**config.mk**
```make
export PLATFORM = sky130hd
export DESIGN_NAME = wb_arb2_flat
export DESIGN_NICKNAME = d
export VERILOG_FILES = /design/src/rtl/wb_arb2_pkg.sv /design/src/rtl/wb_arb2_if.sv /design/src/rtl/wb_outcnt.sv /design/src/rtl/wb_arb2.sv /design/src/flat_wrapper.sv
export SDC_FILE = /design/constraint.sdc
export NUM_CORES = 1
export LEC_CHECK = 0
export CORE_AREA = 4 4 121 123
export CTS_CLUSTER_SIZE = 14
export DETAILED_ROUTE_END_ITERATION = 6
export DIE_AREA = 0 0 125 127
export HOLD_SLACK_MARGIN = 0.06
export PLACE_DENSITY = 0.57
export SETUP_SLACK_MARGIN = 0.05
export SLEW_MARGIN = 20
export SYNTH_ARGS = -nofsm -noshare
export SYNTH_HDL_FRONTEND = slang
export SYNTH_SLANG_ARGS = --single-unit
```
**constraint.sdc**
```tcl
create_clock -name clk_i -period 2.2 [get_ports clk_i]
set_clock_uncertainty 0.05 [all_clocks]
set_input_delay 0.33 -clock clk_i [delete_from_list [all_inputs] [get_ports clk_i]]
set_output_delay 0.33 -clock clk_i [all_outputs]
set_load 0.005 [all_outputs]
```
**src/rtl/wb_arb2_pkg.sv**
```systemverilog
// rtl/wb_arb2_pkg.sv - shared types and constants for the two-master Wishbone arbiter
//   arb_state_t  : arbiter ownership state
//   ARB_GNT_*    : one-hot grant encodings driven on grant_o
//   cnt_width()  : width of the outstanding-request counter for a given MAXOUT
package wb_arb2_pkg;

    typedef enum logic [1:0] {
        ARB_IDLE = 2'd0,
        ARB_OWN0 = 2'd1,
        ARB_OWN1 = 2'd2
    } arb_state_t;

    localparam logic [1:0] ARB_GNT_NONE = 2'b00;
    localparam logic [1:0] ARB_GNT_M0   = 2'b01;
    localparam logic [1:0] ARB_GNT_M1   = 2'b10;

    function automatic int cnt_width(input int maxout);
        return $clog2(maxout + 1);
    endfunction

endpackage

```
**src/rtl/wb_arb2_if.sv**
```systemverilog
// rtl/wb_arb2_if.sv - pipelined Wishbone bus bundle
//   cyc, stb, we, sel, adr, dat_w : master -> slave request
//   dat_r, ack, stall             : slave -> master response
//   modport master : the side that issues requests
//   modport slave  : the side that answers them
interface wb_arb2_if #(
    parameter int AW = 32,
    parameter int DW = 32
);
    logic            cyc;
    logic            stb;
    logic            we;
    logic [DW/8-1:0] sel;
    logic [AW-1:0]   adr;
    logic [DW-1:0]   dat_w;
    logic [DW-1:0]   dat_r;
    logic            ack;
    logic            stall;

    modport master (
        output cyc, stb, we, sel, adr, dat_w,
        input  dat_r, ack, stall
    );

    modport slave (
        input  cyc, stb, we, sel, adr, dat_w,
        output dat_r, ack, stall
    );
endinterface

```
**src/rtl/wb_outcnt.sv**
```systemverilog
// rtl/wb_outcnt.sv - saturating up/down counter of accepted-but-unacked requests
//   clk, rst : clock, asynchronous active-high reset
//   inc      : a request was accepted this cycle
//   dec      : an ack was returned this cycle
//   clr      : owner released the bus; forget anything still in flight
//   cnt      : current outstanding count
//   full     : cnt == MAXOUT
//   empty    : cnt == 0
module wb_outcnt
    import wb_arb2_pkg::*;
#(
    parameter int MAXOUT = 4,
    parameter int CW     = cnt_width(MAXOUT)
) (
    input  logic          clk,
    input  logic          rst,
    input  logic          inc,
    input  logic          dec,
    input  logic          clr,
    output logic [CW-1:0] cnt,
    output logic          full,
    output logic          empty
);

    assign full  = (cnt == CW'(MAXOUT));
    assign empty = (cnt == '0);

    // Simultaneous inc and dec cancel; the saturation guards make the
    // counter safe even if a caller forgets to gate inc/dec.
    always_ff @(posedge clk or posedge rst) begin
        if (rst) begin
            cnt <= '0;
        end else if (clr) begin
            cnt <= '0;
        end else if (inc && !dec && !full) begin
            cnt <= cnt + 1'b1;
        end else if (dec && !inc && !empty) begin
            cnt <= cnt - 1'b1;
        end
    end

endmodule

```
**src/rtl/wb_arb2.sv**
```systemverilog
// rtl/wb_arb2.sv - two-master / one-slave pipelined Wishbone arbiter
//   clk_i   : system clock
//   rst_i   : asynchronous active-high reset
//   m0      : instruction-fetch master port (wb_arb2_if.slave)
//   m1      : data master port (wb_arb2_if.slave)
//   s       : shared downstream bus (wb_arb2_if.master)
//   grant_o : one-hot owner, 2'b00 when idle
// Build option WB_ARB2_RR_EN: ties in idle go to the master that did not own
// the bus last; otherwise m1 always wins ties.
module wb_arb2
    import wb_arb2_pkg::*;
#(
    parameter int AW     = 32,
    parameter int DW     = 32,
    parameter int MAXOUT = 4    // legal range 1..15
) (
    input  logic        clk_i,
    input  logic        rst_i,
    wb_arb2_if.slave    m0,
    wb_arb2_if.slave    m1,
    wb_arb2_if.master   s,
    output logic [1:0]  grant_o
);

    localparam int CW = cnt_width(MAXOUT);

    arb_state_t    state;
    arb_state_t    next_state;
    logic [CW-1:0] cnt;
    logic          cnt_full;
    logic          cnt_empty;
    logic          cnt_inc;
    logic          cnt_dec;
    logic          cnt_clr;

    wb_outcnt #(
        .MAXOUT (MAXOUT),
        .CW     (CW)
    ) u_cnt (
        .clk   (clk_i),
        .rst   (rst_i),
        .inc   (cnt_inc),
        .dec   (cnt_dec),
        .clr   (cnt_clr),
        .cnt   (cnt),
        .full  (cnt_full),
        .empty (cnt_empty)
    );

`ifdef WB_ARB2_RR_EN
    logic last_owner;   // 0: m0 owned last, 1: m1 owned last

    always_ff @(posedge clk_i or posedge rst_i) begin
        if (rst_i) begin
            last_owner <= 1'b0;
        end else if (next_state != state && next_state != ARB_IDLE) begin
            last_owner <= (next_state == ARB_OWN1);
        end
    end
`endif

    always_ff @(posedge clk_i or posedge rst_i) begin
        if (rst_i) begin
            state <= ARB_IDLE;
        end else begin
            state <= next_state;
        end
    end

    always_comb begin
        next_state = state;
        grant_o    = ARB_GNT_NONE;
        s.cyc      = 1'b0;
        s.stb      = 1'b0;
        s.we       = 1'b0;
        s.sel      = {(DW/8){1'b0}};
        s.adr      = {AW{1'b0}};
        s.dat_w    = {DW{1'b0}};
        m0.stall   = 1'b1;
        m1.stall   = 1'b1;
        m0.ack     = 1'b0;
        m1.ack     = 1'b0;
        // Read data is broadcast; only the ack qualifies it.
        m0.dat_r   = s.dat_r;
        m1.dat_r   = s.dat_r;
        cnt_clr    = 1'b0;

        case (state)
            ARB_IDLE: begin
`ifdef WB_ARB2_RR_EN
                if (m0.cyc && m1.cyc) begin
                    next_state = last_owner ? ARB_OWN0 : ARB_OWN1;
                end else if (m1.cyc) begin
                    next_state = ARB_OWN1;
                end else if (m0.cyc) begin
                    next_state = ARB_OWN0;
                end
`else
                if (m1.cyc) begin
                    next_state = ARB_OWN1;
                end else if (m0.cyc) begin
                    next_state = ARB_OWN0;
                end
`endif
            end

            ARB_OWN0: begin
                grant_o  = ARB_GNT_M0;
                s.cyc    = m0.cyc;
                s.stb    = m0.stb & m0.cyc & ~cnt_full;
                s.we     = m0.we;
                s.sel    = m0.sel;
                s.adr    = m0.adr;
                s.dat_w  = m0.dat_w;
                m0.stall = s.stall | cnt_full;
                m0.ack   = s.ack & ~cnt_empty;
                if (!m0.cyc) begin
                    // Release: anything still in flight is abandoned.
                    cnt_clr    = 1'b1;
                    next_state = m1.cyc ? ARB_OWN1 : ARB_IDLE;
                end
            end

            ARB_OWN1: begin
                grant_o  = ARB_GNT_M1;
                s.cyc    = m1.cyc;
                s.stb    = m1.stb & m1.cyc & ~cnt_full;
                s.we     = m1.we;
                s.sel    = m1.sel;
                s.adr    = m1.adr;
                s.dat_w  = m1.dat_w;
                m1.stall = s.stall | cnt_full;
                m1.ack   = s.ack & ~cnt_empty;
                if (!m1.cyc) begin
                    cnt_clr    = 1'b1;
                    next_state = m0.cyc ? ARB_OWN0 : ARB_IDLE;
                end
            end

            default: begin
                next_state = ARB_IDLE;
            end
        endcase

        cnt_inc = s.stb & ~s.stall;
        // Acks with nothing outstanding are strays or belong to a released
        // owner; they must not disturb the count.
        cnt_dec = s.ack & ~cnt_empty;
    end

endmodule

```
**src/flat_wrapper.sv**
```systemverilog
// flat-port wrapper written by rule: the top's interface ports become plain ports
module wb_arb2_flat import wb_arb2_pkg::*;
#(
    parameter int AW     = 32,
    parameter int DW     = 32,
    parameter int MAXOUT = 4                        
)
  (clk_i, rst_i, grant_o, m0_cyc, m0_stb, m0_we, m0_sel, m0_adr, m0_dat_w, m0_dat_r, m0_ack, m0_stall, m1_cyc, m1_stb, m1_we, m1_sel, m1_adr, m1_dat_w, m1_dat_r, m1_ack, m1_stall, s_cyc, s_stb, s_we, s_sel, s_adr, s_dat_w, s_dat_r, s_ack, s_stall);
  wb_arb2_if #(.AW(AW), .DW(DW)) m0_i ();
  wb_arb2_if #(.AW(AW), .DW(DW)) m1_i ();
  wb_arb2_if #(.AW(AW), .DW(DW)) s_i ();
  input  logic clk_i;
  input  logic rst_i;
  output logic [1:0] grant_o;
  input wire logic [$bits(m0_i.cyc)-1:0] m0_cyc;
  input wire logic [$bits(m0_i.stb)-1:0] m0_stb;
  input wire logic [$bits(m0_i.we)-1:0] m0_we;
  input wire logic [$bits(m0_i.sel)-1:0] m0_sel;
  input wire logic [$bits(m0_i.adr)-1:0] m0_adr;
  input wire logic [$bits(m0_i.dat_w)-1:0] m0_dat_w;
  output wire logic [$bits(m0_i.dat_r)-1:0] m0_dat_r;
  output wire logic [$bits(m0_i.ack)-1:0] m0_ack;
  output wire logic [$bits(m0_i.stall)-1:0] m0_stall;
  input wire logic [$bits(m1_i.cyc)-1:0] m1_cyc;
  input wire logic [$bits(m1_i.stb)-1:0] m1_stb;
  input wire logic [$bits(m1_i.we)-1:0] m1_we;
  input wire logic [$bits(m1_i.sel)-1:0] m1_sel;
  input wire logic [$bits(m1_i.adr)-1:0] m1_adr;
  input wire logic [$bits(m1_i.dat_w)-1:0] m1_dat_w;
  output wire logic [$bits(m1_i.dat_r)-1:0] m1_dat_r;
  output wire logic [$bits(m1_i.ack)-1:0] m1_ack;
  output wire logic [$bits(m1_i.stall)-1:0] m1_stall;
  output wire logic [$bits(s_i.cyc)-1:0] s_cyc;
  output wire logic [$bits(s_i.stb)-1:0] s_stb;
  output wire logic [$bits(s_i.we)-1:0] s_we;
  output wire logic [$bits(s_i.sel)-1:0] s_sel;
  output wire logic [$bits(s_i.adr)-1:0] s_adr;
  output wire logic [$bits(s_i.dat_w)-1:0] s_dat_w;
  input wire logic [$bits(s_i.dat_r)-1:0] s_dat_r;
  input wire logic [$bits(s_i.ack)-1:0] s_ack;
  input wire logic [$bits(s_i.stall)-1:0] s_stall;
  assign m0_i.cyc = m0_cyc;
  assign m0_i.stb = m0_stb;
  assign m0_i.we = m0_we;
  assign m0_i.sel = m0_sel;
  assign m0_i.adr = m0_adr;
  assign m0_i.dat_w = m0_dat_w;
  assign m0_dat_r = m0_i.dat_r;
  assign m0_ack = m0_i.ack;
  assign m0_stall = m0_i.stall;
  assign m1_i.cyc = m1_cyc;
  assign m1_i.stb = m1_stb;
  assign m1_i.we = m1_we;
  assign m1_i.sel = m1_sel;
  assign m1_i.adr = m1_adr;
  assign m1_i.dat_w = m1_dat_w;
  assign m1_dat_r = m1_i.dat_r;
  assign m1_ack = m1_i.ack;
  assign m1_stall = m1_i.stall;
  assign s_cyc = s_i.cyc;
  assign s_stb = s_i.stb;
  assign s_we = s_i.we;
  assign s_sel = s_i.sel;
  assign s_adr = s_i.adr;
  assign s_dat_w = s_i.dat_w;
  assign s_i.dat_r = s_dat_r;
  assign s_i.ack = s_ack;
  assign s_i.stall = s_stall;
  wb_arb2 #(.AW(AW), .DW(DW), .MAXOUT(MAXOUT)) u_core (.clk_i(clk_i), .rst_i(rst_i), .m0(m0_i), .m1(m1_i), .s(s_i), .grant_o(grant_o));
endmodule
```
# After elaboration in Yosys (flattened, before gate mapping)
# Cells that the tools add are included.
[classes] n_addsub=2 n_eq_ne=6 muxes=24 bitwise_logic=10 n_reduce_logical=12
[op_table] cell="$pmux 32 s2" count=2
[op_table] cell="$mux 2" count=5
[op_table] cell="$mux 3" count=3
[op_table] cell="$pmux 1 s2" count=4
[op_table] cell="$pmux 4 s2" count=1
[op_table] cell="$mux 1" count=7
[op_table] cell="$and 1x1->1" count=6
[op_table] cell="$pmux 2 s3" count=1
[op_table] cell="$logic_and 1x1->1" count=4
[op_table] cell="$logic_not 1->1" count=4
[op_table] cell="$ne 2x2->1 const B" count=2
[op_table] cell="$pmux 2 s2" count=1
[op_table] cell="$add 3x1->3 const B" count=1
[op_table] cell="$eq 3x3->1 const B" count=1
[op_table] cell="$logic_not 3->1" count=1
[op_table] cell="$ne 3x3->1 const B" count=1
[op_table] cell="$not 1->1" count=3
[op_table] cell="$reduce_and 3->1" count=1
[op_table] cell="$reduce_bool 3->1" count=1
[op_table] cell="$sub 3x1->3 const B" count=1
[op_table] cell="$eq 2x1->1 const B" count=1
[op_table] cell="$eq 2x2->1 const B" count=1
[op_table] cell="$logic_not 2->1" count=1
[op_table] cell="$or 1x1->1" count=1
[word_totals] ff_bits=5 output_inout_bits=141

# Logic depth before layout (Yosys ltp)
# Gate-level depths: netlist (run 1).
[depth] ltp_word=11 depth_mapped=11

# By module
# A second synthesis (run 1) with hierarchy kept.
[hier_totals] cells_unflattened=291 area_unflattened_um2=2097.0
[modules_own_cells] mod="wb_arb2" instances=1 cells_each=262 area_each_um2=1841.8 seq_area_each_um2=50.0
[modules_own_cells] mod="wb_outcnt" instances=1 cells_each=29 area_each_um2=255.2 seq_area_each_um2=75.1

# Worst setup path after synthesis (run 1)
# Ideal clock, no wire load.
[synth_timing] path_kind="reg2reg" from="reg u_core.state[0]" to="reg u_core.u_cnt.cnt[2]" setup_ps=144 t_arrival_ps=2140 t_required_ps=2006 setup_slack_ps=-133 stages_incl_launch_ff=10 synth_period_minus_slack_ps=2333 cell_sequence="dfrtp_1 inv_1 ha_1 buf_6 nand3b_4 a21oi_1 nand3_1 fa_1 o311ai_0 a32oi_1"
[synth_between] elab_chain_len=7
[synth_lines] element="from (decl)" line="wb_arb2.sv:27" rtl="arb_state_t state;"
[synth_lines] element="from (signal assigned)" line="wb_arb2.sv:66" rtl="state <= next_state;"
[synth_lines] element="$eq 2x2->1 or $eq 2x1->1 (tied branches)" line="wb_arb2.sv:88" rtl="case (state)"
[synth_lines] element="$pmux 1 s2" line="wb_arb2.sv:88"
[synth_lines] element="$and 1x1->1" line="wb_arb2.sv:145" rtl="cnt_inc = s.stb & ~s.stall;"
[synth_lines] element="$logic_and 1x1->1 or $logic_not 1->1 (tied branches)" line="wb_outcnt.sv:35, wb_outcnt.sv:37"
[synth_lines] element="$logic_and 1x1->1, on equally long branches" line="wb_outcnt.sv:35, wb_outcnt.sv:37"
[synth_lines] element="$mux 3 or $logic_and 1x1->1 (tied branches)" line="wb_outcnt.sv:35, wb_outcnt.sv:37"
[synth_lines] element="$mux 3 or $reduce_bool 3->1 (tied branches)"
[synth_lines] element="to (signal assigned)" line="wb_outcnt.sv:36" rtl="cnt <= cnt + 1'b1;"
[synth_lines] element="to (signal assigned)" line="wb_outcnt.sv:38" rtl="cnt <= cnt - 1'b1;"
[synth_lines] element="to (decl)" line="wb_outcnt.sv:20" rtl="output logic [CW-1:0] cnt,"
# Parallel ways exist; a longest one is shown, timed or not.
# A chain may end at the register's enable or synchronous reset.

# Final worst setup path (run 1)
# Ends and elaborated chain as after synthesis.

==> results.ini, run 1 <==
[die]
core_sq_um=13700
die_w_um=125
initial_core_util_pct=15.3
die_y_um=127
die_area_sq_um=15900
placementRows=43
io_pins=319

[drt]
post_drt_wl_per_cell_um=17.7
vias=2850
first_pass_iters=4
wl_mm=11.6
ant_nets=0
drc_errors=0
drt_iter0_drc=58
viasPerCell=4.34

[worst_setup_path]
cp.required_ns=2.29
critPathKind=register to register
setup.worst_path.end_class=register
cp-start-kind=register
critPathMaxFanout=4
worstPathArrival_ns=2.29

[logic_synthesis]
syn_avg_cell_area_sq_um=7.10
synth_simple_gate_area_share_pct=28.7
yosysMostFrequentCell=nor2b_1
synthFlopType=dfrtp_1
ys_seq_area_share_pct=5.97
synth.area.mux_share_pct=1.43
syn_nets=480
synth_compound_area_share_pct=30.4
synth_xor_area_share_pct=0
ys_ff_latch=5
synth_top_cell_area_share_pct=25.1
async_reset_ff_share_pct=100
yosys.area.top_type=a22oi_1
synth_fa_ha_area_share_pct=4.54
synth_top_family_by_area=compound AO/OA/AOI/OAI gates
syn_area_sq_um=2100
ys.warnings.count=0
synth_common_cells=nor2b_1, a22oi_1, buf_4
synth_area_leaders=a22oi_1, buf_4, nor2b_1
synth-edff-count=0
syn_inst=295
synth_cell_types=33

[clock_tree]
cts-root-buf=clkbuf_16
hold_buffers=0
max-clock-path-buffers=2
cts_htree_levels=1
cts_inserted_buffers=3
clock-sinks=5
cts_tree=done
clkTransAtPathRegs_ns=0.03
clock_latency_ns=0.23

[sta]
period_minus_slack_ns=2.19
max_freq_mhz=456
finalMaxSlewViolations=0
maxSlewHeadroom_pct=59.5
setup_viol_count_final=0
hold_viol_final=0
setup_tns_ns=0
rsz0062_at_grt=true
tightest_slew_ns=0.603
period_share_pct=99.8

[final_layout]
fin_cells=657
syn2layout_area_growth_pct=129
antenna_cells=0
n_fill_cell=1451
fin_nets=663
drive_gt1_share_pct=31.9

[place]
numPortBuffers=222
gp_congestion=0.800
dp_cells=625
hpwl_mm=7.92

[power]
peakVddDrop_mv=0.442
power_leakage_nw=1.87
p_per_area_nw_per_um2=1060
power_mw=5.08

[global_routing]
grt_max_degree=39
antenna_found_initial=0
overflow=0
grt_pass1_wl_mm=15.3
grt_pass1_vias=2927
grt_util_all_layers_pct=11.8

[run]
cap_violations=0

[hold_path]
hp-class=input pin to async pin

[outcome]
outcome=finished clean

-- worst max-delay path, stage by stage (launching register included) --
cell	delay (ns)
dfrtp_1	0.38
inv_2	0.09
ha_4	0.30
buf_6	0.10
nand2b_4	0.06
a21oi_4	0.12
nand3_2	0.10
fa_2	0.42
nand2b_1	0.11
a211o_1	0.10
o311ai_1	0.09
a32oi_1	0.18
-- per-stage QoR --
step / hold slack [ns] / worst slack, ns / utilization [%] / cell area (sq um)
6_report: 0.273 / 0.00546 / 35.2 / 4810
3_5_place_dp: 0.518 / -0.147 / 30.6 / 4180
2_1_floorplan: 0.0585 / 0.0512 / - / 2110
4_1_cts: 0.282 / -0.135 / 32.0 / 4370
5_1_grt: 0.295 / -0.105 / 35.2 / 4810
3_3_place_gp: 0.510 / -0.0916 / 30.6 / 4180
-- state kept, by name, summed over array words and instances (netlist names) --
| signal | count |
|---|---|
| u_core.u_cnt.cnt | 3 |
| u_core.state | 2 |
-- power breakdown --
group / switching, mW / leakage (nW) / internal (mW)
registers: 0.0709 / 0.0624 / 0.138
clock network: 0.0600 / 0.0382 / 0.240
logic: 2.02 / 1.77 / 2.55
total: 2.15 / 1.87 / 2.93
-- what timing repair did --
item,4_1_cts,5_1_grt
setup buffers,4,19
hold endpoints to repair,0,0
endpoints found under the setup margin,74,39
pin swaps,3,24
cloned,3,5
resized for setup,83,154
-- cells by family (layout without fill, tap and decap cells) --
group | count (synthesis) | count (layout)
and+or+nand+nor | 100 | 100
buffers and inverters | 95 | 277
AOI/OAI and AO/OA | 85 | 85
adders and majority gates | 7 | 7
DFF | 5 | 5
muxes | 3 | 3
-- layer usage --
metal | global-route usage [%] | wire length [um] | vias up
met2 | 22.6 | 6200 | 138
met1 | 12.5 | 4510 | 1336
met5 | 0 | 0 | -
met3 | 3.05 | 744 | 31
li1 | - | - | 1345
met4 | 3.70 | 184 | 0
-- cell usage in the layout, fill, tap and decap left out, drive strengths merged, types with 4 or more instances in the layout --
| cell type | netlist | layout |
|---|---|---|
| clkdlybuf4s50 | 0 | 148 |
| nor2b | 72 | 72 |
| a22oi | 70 | 70 |
| buf | 69 | 41 |
| clkbuf | 19 | 36 |
| clkdlybuf4s15 | 0 | 24 |
| dlygate4sd2 | 0 | 16 |
| nand2 | 10 | 10 |
| inv | 7 | 7 |
| nor2 | 6 | 6 |
| ha | 6 | 6 |
| dlymetal6s2s | 0 | 5 |
| dfrtp | 5 | 5 |
| nand2b | 4 | 4 |
-- path summary, 6_finish.rpt --
check	from	slack [ns]	cells past startpoint	endpoint
min reg2reg	u_core.u_cnt.cnt[1]	0.61	2	u_core.u_cnt.cnt[1]
max	u_core.state[0]	0.005	11	u_core.u_cnt.cnt[2]
min	rst_i	0.27	2	u_core.state[1]
max in group asynchronous	rst_i	1.64	2	u_core.u_cnt.cnt[0]
min in group clk_i	u_core.u_cnt.cnt[1]	0.61	2	u_core.u_cnt.cnt[1]
max reg2reg	u_core.state[0]	0.005	11	u_core.u_cnt.cnt[2]
-- layout make-up --
class,count,area [sq um],area share (%)
clock buffers,4,78.8,1.64
inverters,7,26.3,0.547
multi-input cells,195,1740,36.2
flip-flops and latches,5,125,2.60
well taps,180,225,4.69
repair buffers,266,2610,54.3
Note: power is estimated with default switching activity, not from simulation.
==> inputs of run 2 (changes only) <==
==> constraint.sdc (replaced) <==
create_clock -name clk_i -period 2 [get_ports clk_i]
set_clock_uncertainty 0.05 [all_clocks]
set_input_delay 0.3 -clock clk_i [delete_from_list [all_inputs] [get_ports clk_i]]
set_output_delay 0.3 -clock clk_i [all_outputs]
set_load 0.005 [all_outputs]
==> results.ini, run 2 (synthesized netlist as in run 1, its figures left out) <==
[outcome]
outcome=finished with violations
violations=negative setup slack

[sta]
fin_hold_ws_ns=0.243  ; -0.0296 ns
period_share_pct=109
max_freq_mhz=457
finalMaxSlewViolations=0  ; unchanged
tightest_slew_ns=0.652  ; +0.0490 ns
hold_viol_final=0  ; unchanged
period_minus_slack_ns=2.19
worst_slack_ns=-0.186  ; -0.191 ns
setup_viol_count_final=46  ; +46
maxSlewHeadroom_pct=56.2  ; -3.3 points
rsz0062_at_grt=true

[drt]
post_drt_wl_per_cell_um=18.7  ; +5.4%
first_pass_iters=4  ; unchanged
ant_nets=0  ; unchanged
drc_errors=0  ; unchanged
wl_mm=13.1  ; +13%
vias=3073  ; +7.8%
drt_iter0_drc=68  ; +17%
viasPerCell=4.37  ; +0.77%

[final_layout]
layout_common_cells=clkdlybuf4s50_1, a22oi_2, buf_2
largest_register=u_core.u_cnt.cnt
antenna_cells=0  ; unchanged
fin_nets=709  ; +6.9%
final_cell_area_sq_um=5530  ; +15%
syn2layout_area_growth_pct=164
final_common_cell=clkdlybuf4s50_1
drive_gt1_share_pct=51.4  ; +20 points
top_regs=u_core.u_cnt.cnt (3), u_core.state (2)
largest_reg_flops=3  ; unchanged

[power]
p_sw_mw=2.96  ; +38%
p_per_area_nw_per_um2=1400  ; +33%
combPwrFrac_pct=92.9  ; +2.9 points
peakVddDrop_mv=0.523  ; +18%
switching_share_pct=38.2  ; -4.1 points
power_frac_clock_pct=4.2  ; -1.7 points
internal_power_mw=4.79  ; +64%
p_seq_share_pct=2.9  ; -1.2 points
power_leakage_nw=2.22  ; +19%
power_mw=7.75  ; +53%

[worst_setup_path]
cp_slowest_cell=dfrtp_1
crit_chain=buf_6 -> ha_4 -> buf_4 -> buf_12 -> buf_12 -> buf_8 -> a22oi_2 -> nor2b_1 -> buf_2
max_stage_delay_ns=0.39  ; -0.03 ns
reg2reg_slack_ns=-0.16  ; -0.17 ns
worstPathArrival_ns=1.84  ; -0.45 ns
critPathMaxFanout=6  ; +2
cp-start-kind=register
critPathKind=register to output pin
path_common_cell=buf_12
cp.required_ns=1.65  ; -0.64 ns
setup.worst_path.end_class=output pin

[clock_tree]
clkTransAtPathRegs_ns=0.03  ; about the same
max-clock-path-buffers=2  ; unchanged
cts_htree_levels=1  ; unchanged
clock-sinks=5  ; unchanged
cts_inserted_buffers=3  ; unchanged
cts-root-buf=clkbuf_16
cts_tree=done
clock_latency_ns=0.23  ; about the same

[die]
die_area_sq_um=15900  ; unchanged
io_pins=319  ; unchanged
die_w_um=125  ; unchanged
die_y_um=127  ; unchanged
placementRows=43  ; unchanged
core_sq_um=13700  ; unchanged
initial_core_util_pct=15.3  ; unchanged

[place]
hpwl_mm=7.98  ; +0.78%
detailed_place.area_sq_um=4270  ; +2.0%
gp_congestion=0.837  ; +4.5%
numPortBuffers=222  ; unchanged
place_worst_setup_slack_ns=-0.288  ; -0.141 ns

[global_routing]
grt_pass1_vias=3361  ; +15%
grt_util_all_layers_pct=14.9  ; +3.1 points
grt_max_degree=17  ; -56%
overflow=0  ; unchanged
antenna_found_initial=0  ; unchanged
grt_pass1_wl_mm=19.0  ; +24%

[hold_path]
hp-class=input pin to async pin

[run]
cap_violations=0  ; unchanged

[run 2: cell types whose count changed in the layout (fill, tap and decap cells not counted), sizes merged]
cell and delta:
clkbuf -18, clkdlybuf4s50 -3, dlygate4sd2 -13, buf +107, clkdlybuf4s15 -23, dlymetal6s2s -4
[run 2: through the flow]
step                std cells  utilization [%]  setup TNS, ns
floorplan                 295                -         -0.149
global placement          633             31.2          -5.09
detailed placement        633             31.2          -6.91
CTS                       687             38.9          -3.31
global route              703             40.5          -7.79
finish                    703             40.5          -3.69
[run 2: area by class of cell]
type                       count  area, sq um
inverter                       7         26.3
multi-input combinational    195         1890
sequential                     5          125
tap                          180          225
timing repair buffer         312         3180
clock buffer                   4         78.8
fill                        1407         8130
[run 2: power by group through the flow]
| stage | logic, mW | registers (mW) | clock network [mW] |
|---|---|---|---|
| finish | 7.20 | 0.228 | 0.325 |
| global route | 7.68 | 0.239 | 0.344 |
| floorplan | 2.05 | 0.217 | 0 |
| global placement | 4.19 | 0.216 | 0 |
| detailed placement | 4.24 | 0.220 | 0 |
| CTS | 6.79 | 0.224 | 0.332 |
[run 2: repair_timing]
item                       4_1_cts  5_1_grt
buffers inserted                35       21
gates resized for setup        355       95
gates cloned                    17        3
setup endpoints to repair       79       77
pin swaps                       15       30
hold buffers                     0        0
[run 2: per-layer routing]
metal	GRT usage, %	up-vias	wire, um
li1	-	1440	-
met1	16.1	1460	4760
met2	29.7	143	7320
met3	3.55	30	885
met4	2.23	0	153
met5	0	-	0
[run 2: final timing paths]
kind / from / end / cells past startpoint
max in group asynchronous: rst_i / u_core.u_cnt.cnt[1] / 2
worst min register to register: u_core.u_cnt.cnt[1] / u_core.u_cnt.cnt[1] / 2
min in group clk_i: s_dat_r[16] / m1_dat_r[16] / 0
worst max-delay path: u_core.state[1] / s_dat_w[5] / 9
worst max register to register: u_core.state[1] / u_core.u_cnt.cnt[2] / 10
worst min-delay path: rst_i / u_core.state[1] / 2
[run 2: critical path, delay by kind of cell, from the launching register on]
| kind | cells | cell delay (ns) |
|---|---|---|
| adder cells (fa/ha/maj) | 1 | 0.18 |
| AO/OA/AOI/OAI | 1 | 0.18 |
| buffers and inverters | 6 | 0.78 |
| flip-flops | 1 | 0.39 |
| AND/OR/NAND/NOR | 1 | 0.07 |
